[config.mk]
export PLATFORM = sky130hd
export DESIGN_NAME = datapath
export DESIGN_NICKNAME = d
export VERILOG_FILES = /design/src/rtl/datapath.sv
export SDC_FILE = /design/constraint.sdc
export NUM_CORES = 1
export LEC_CHECK = 0
export BUFFER_PORTS_ARGS = -buffer_cell sky130_fd_sc_hd__buf_2
export CAP_MARGIN = 10
export CORE_MARGIN = 3
export CORE_UTILIZATION = 55
export DETAILED_ROUTE_END_ITERATION = 8
export PLACE_DENSITY = 0.78
export SYNTH_ARGS = -nofsm -noshare
export SYNTH_HDL_FRONTEND = slang
export SYNTH_SLANG_ARGS = --single-unit
[constraint.sdc]
create_clock -name CLK -period 4.6 [get_ports CLK]
set_input_delay 0.46 -clock CLK [delete_from_list [all_inputs] [get_ports CLK]]
set_output_delay 0.46 -clock CLK [all_outputs]
set_load 0.05 [all_outputs]
[src/rtl/datapath.sv]
// Datapath half of an iterative unsigned factorial engine.
// Holds loop counter i, running product fi and the result register. It also
// provides the incrementer, the multiplier and the i < X comparator that the
// external controller uses as its loop condition.
module datapath #(
  parameter int W = 8
) (
  input  logic         CLK,
  input  logic         RST,
  input  logic [W-1:0] X,
  input  logic         ld_i,
  input  logic         ld_fi,
  input  logic         ld_o,
  input  logic         st,
  output logic         i_lt_x,
  output logic [W-1:0] fi_out
);

  logic [W-1:0]   i_reg, i_next;
  logic [W-1:0]   fi_reg, fi_next;
  logic [W-1:0]   out_reg, out_next;
  logic [2*W-1:0] prod;

  // Full-width product of the pre-edge fi and i; only the low W bits are kept
  // (overflow is silent truncation).
  assign prod = {{W{1'b0}}, fi_reg} * {{W{1'b0}}, i_reg};

  // Next-state selection: every register sees pre-edge values, so the
  // enables are fully independent of one another.
  always_comb begin
    i_next   = i_reg;
    fi_next  = fi_reg;
    out_next = out_reg;
    if (ld_i) begin
      i_next = st ? W'(1) : i_reg + W'(1);
    end
    if (ld_fi) begin
      fi_next = st ? W'(1) : prod[W-1:0];
    end
    if (ld_o) begin
      out_next = fi_reg;
    end
  end

  // State registers with asynchronous active-low clear.
  always_ff @(posedge CLK or negedge RST) begin
    if (!RST) begin
      i_reg   <= '0;
      fi_reg  <= '0;
      out_reg <= '0;
    end else begin
      i_reg   <= i_next;
      fi_reg  <= fi_next;
      out_reg <= out_next;
    end
  end

  assign i_lt_x = (i_reg < X);
  assign fi_out = out_reg;

endmodule

* After elaboration in Yosys (flattened, before gate mapping)
Cells that the tools add are included.
** Operators by class
- Muxes and demuxes :: 2
- Multipliers :: 1
- $lt $le $gt $ge :: 1
- Add/subtract/negate cells :: 1
** Operator list (number)
- 2-to-1 mux 8 bit :: 2
- adder 8 x 1 -> 8 bit, second input constant :: 1
- < comparator 8 bit :: 1
- multiplier 8 x 8 -> 8 bit :: 1
** Storage, ports and cells
- Register bits after elaboration :: 24
- Output and inout bits :: 9
- Word-level logic and storage cells :: 8
- Bits of input ports :: 14

* Longest topological paths before layout
- Word-level depth :: 2
- Mapped depth :: 15
- Gate-level depth less buffers :: 14

* Least setup slack after synthesis
No wires, ideal clock.
- Kind :: flip-flop to flip-flop
- Start :: register i_reg[4]
- End :: register fi_reg[7]
- Required time :: 4.480 ns
- Cell stages (with the launch flop) :: 14
- Path slack :: 0.954 ns
- Clock period less this slack :: 3.646 ns
- Library setup time :: 0.120 ns
- Arrival :: 3.526 ns
- Path buffers :: 0
- Cell sequence :: dfrtp_1 > nand2_1 > fa_1 > fa_1 > inv_1 > fa_1 > inv_1 > fa_1 > inv_1 > ha_1 > a21oi_1 > xnor2_1 > xor2_1 > a31o_1
** Between the ends
- Word-level cells in the longest chain between the ends :: 2
** Ends and longest elaborated chain
- start, declared :: line 19 : logic [W-1:0] i_reg, i_next;
- start signal, assigned :: line 52 : i_reg <= i_next;
- multiplier 8 x 8 -> 8 bit :: line 26 : assign prod = {{W{1'b0}}, fi_reg} * {{W{1'b0}}, i_reg};
- 2-to-1 mux 8 bit :: line 38 : fi_next = st ? W'(1) : prod[W-1:0];
- end signal, assigned :: line 53 : fi_reg <= fi_next;
- end, declared :: line 20 : logic [W-1:0] fi_reg, fi_next;
No other way between the ends.
A chain may end at the register's enable or synchronous reset.

* Worst setup path after layout
- Start :: register i_reg[3]
- End :: register fi_reg[7]
The elaborated chain is that of the path after synthesis.

==> impl_metrics.tcl <==
set metrics [dict create \
    post-route-min-period_ns 3.85 \
    synth-warning-count 0 \
    syn_area_per_cell_um2 9.18 \
    holdBufCountCts 0 \
    cts_setup_buffers 0 \
    rsz0062_at_grt "false" \
    row_count 21 \
    swShare_pct 33.8 \
    drc 0 \
    root_buffer "clkbuf_8" \
    path_cells "nand2_1 -> fa_1 -> fa_1 -> inv_1 -> fa_1 -> inv_1 -> fa_1 -> inv_1 -> ha_1 -> a21oi_1 -> xnor2_1 -> xor2_1 -> a31o_1" \
    p_comb_share_pct 28.2 \
    netlist_area_um2 2050 \
    syn_to_final_growth_pct 10.1 \
    clkPwrFrac_pct 28.7 \
    power.internal_uw 421 \
    initial_core_util_pct 59.1 \
    cts-resized-gates 0 \
    ys_types 29 \
    required_ns 4.76 \
    grt_use_total_pct 19.0 \
    final-setup-viol-count 0 \
    grt-ovfl-total 0 \
    path_max_fanout 10 \
    drive_gt1_share_pct 15.6 \
    ys_seq_area_share_pct 29.3 \
    die_x_um 67.0 \
    whs_ns 0.155 \
    netlist_instances 223 \
    drv_cap 0 \
    hpwl_mm 3.02 \
    io_buffers 22 \
    vias_per_cell 5.11 \
    clock_sinks 24 \
    switching_power_uw 215 \
    max-slew-margin-rel_pct 65.5 \
    cts_buffers 3 \
    cpMostUsedCell "fa_1" \
    finalNetCount 294 \
    peakVddDrop_mv 0.127 \
    die_h_um 67.0 \
    final_cell_mix "inv_1 (41), nand2_1 (25), ha_1 (24), dfrtp_1 (24), buf_2 (22)" \
    antenna_found_initial 0 \
    endpoint_kind "flip-flop" \
    cp_slowest_cell "fa_1" \
    seqPwrFrac_pct 43.1 \
    diodes 0 \
    p_total_uw 637 \
    drt-total-wl_mm 3.79 \
    layout_commonest_cell "inv_1" \
    design.core.area_um2 3470 \
    cts_tree "built" \
    cpPeakStageDelay_ns 0.55 \
    io_pins 23 \
    outcome "finished, final reports clean" \
    drt_iter0_drc 62 \
    clkTransAtPathRegs_ns 0.08 \
    clk_path_buf_depth 2 \
    nFillCells 289 \
    grt_pass1_wl_mm 6.33 \
    finalHoldViolCount 0 \
    routed-via-count 1477 \
    start_kind "flip-flop" \
    wl_per_cell_um 13.1 \
    tightest_slew_ns 0.518 \
    path_class "reg -> reg" \
    p_leak_uw 0.00120 \
    critical_path_arrival_ns 4.02 \
    drv_slew 0 \
    grt_max_degree 25 \
    power_density_nw_per_um2 282 \
    synth_nets 273 \
    hold_path_class "in -> async" \
    htreeDepth 1 \
    skew_ns 0.00140 \
    max_freq_ghz 0.259 \
    fin_crit_sh_pct 83.8 \
    setup_tns_ns 0 \
    clk_latency_ns 0.27 \
    firstDrtPassIters 4 \
    place.gp.congestion 0.833 \
    ant_nets 0 \
    synth-seq-cells 24 \
    dieArea_um2 4490 \
    first_global_vias 1356 \
]
## kinds of logic (layout without fill, tap and decap cells)
kind of cell	after synthesis	count (layout)	synth area share, %
simple gates	58	58	13.9
buf+inv	47	67	9.10
fa+ha+maj	36	36	26.4
compound gates	32	32	8.86
flops	24	24	29.3
xor+xnor	18	18	8.06
mux	8	8	4.40
## power by group through the flow
stage / clock network [uW] / registers (uW) / logic (uW)
2_1_floorplan: 0 / 298 / 108
3_3_place_gp: 0 / 278 / 176
3_5_place_dp: 0 / 279 / 181
4_1_cts: 187 / 275 / 182
5_1_grt: 195 / 281 / 203
6_report: 182 / 274 / 180
## critical path, delay by kind of cell (launching register included)
family / cells / cell delay, ns
simple gates: 1 / 0.13
fa+ha+maj: 5 / 2.28
xor+xnor: 2 / 0.27
flops: 1 / 0.53
compound gates: 2 / 0.39
buf+inv: 3 / 0.14
## metal layers
layer / up-vias / part of all wire [%] / track usage (%)
li1: 746 / - / -
met1: 699 / 48 / 27.6
met2: 28 / 47 / 29.0
met3: 4 / 3.5 / 2.02
met4: 0 / 1.4 / 6.84
met5: - / 0 / 0
## worst paths after layout
kind | start | to | slack [ns] | cells after the start
setup / recovery | i_reg[3]$_DFFE_PN0P_ | fi_reg[7]$_DFFE_PN0P_ | 0.75 | 13
hold / removal | RST | fi_out[2]$_DFFE_PN0P_ | 0.16 | 1
setup reg to reg | i_reg[3]$_DFFE_PN0P_ | fi_reg[7]$_DFFE_PN0P_ | 0.75 | 13
hold reg to reg | fi_out[6]$_DFFE_PN0P_ | fi_out[6]$_DFFE_PN0P_ | 0.51 | 1
max in group asynchronous | RST | i_reg[7]$_DFFE_PN0P_ | 4.10 | 1
min in group CLK | st | i_reg[5]$_DFFE_PN0P_ | 0.45 | 2
## cell usage after synthesis
cell	number	area (um^2)
clkbuf_2	1	5.00
xnor2_1	13	114
and2_2	1	7.51
and2_1	11	68.8
and3_1	2	12.5
nand3_1	7	35.0
buf_6	1	11.3
ha_1	24	300
and4_1	1	8.76
a21o_1	5	37.5
nor2_1	5	18.8
fa_1	12	240
o21ai_0	14	70.1
nand2_2	2	12.5
nand2_1	25	93.8
nor3b_1	1	7.51
clkbuf_1	3	11.3
o22ai_1	3	18.8
dfrtp_1	24	601
a21oi_1	8	40.0
nor2b_1	2	12.5
a31o_1	1	8.76
buf_2	1	5.00
mux2_2	8	90.1
nand2b_1	1	6.26
inv_1	41	154
a31oi_1	1	6.26
xnor2_2	1	16.3
xor2_1	4	35.0
## per-stage QoR
step / util (%) / std cells / setup slack (ns) / instance area [um^2]
global route: 65.0 / 289 / 0.573 / 2250
finish: 65.0 / 289 / 0.746 / 2250
CTS: 65.0 / 289 / 0.751 / 2250
global placement: 63.0 / 285 / 0.841 / 2180
detailed placement: 63.0 / 285 / 0.760 / 2180
floorplan: - / 223 / 0.954 / 2050
## cell type report
cell class	count	area [um^2]	share of cell area, %
sequential	24	601	26.6
inverter	41	154	6.83
tap	46	57.6	2.55
multi-input combinational	152	1260	55.9
timing repair buffer	22	110	4.88
clock inverter	1	30.0	1.33
clock buffer	3	41.3	1.83
Note: power is estimated with default switching activity, not from simulation.
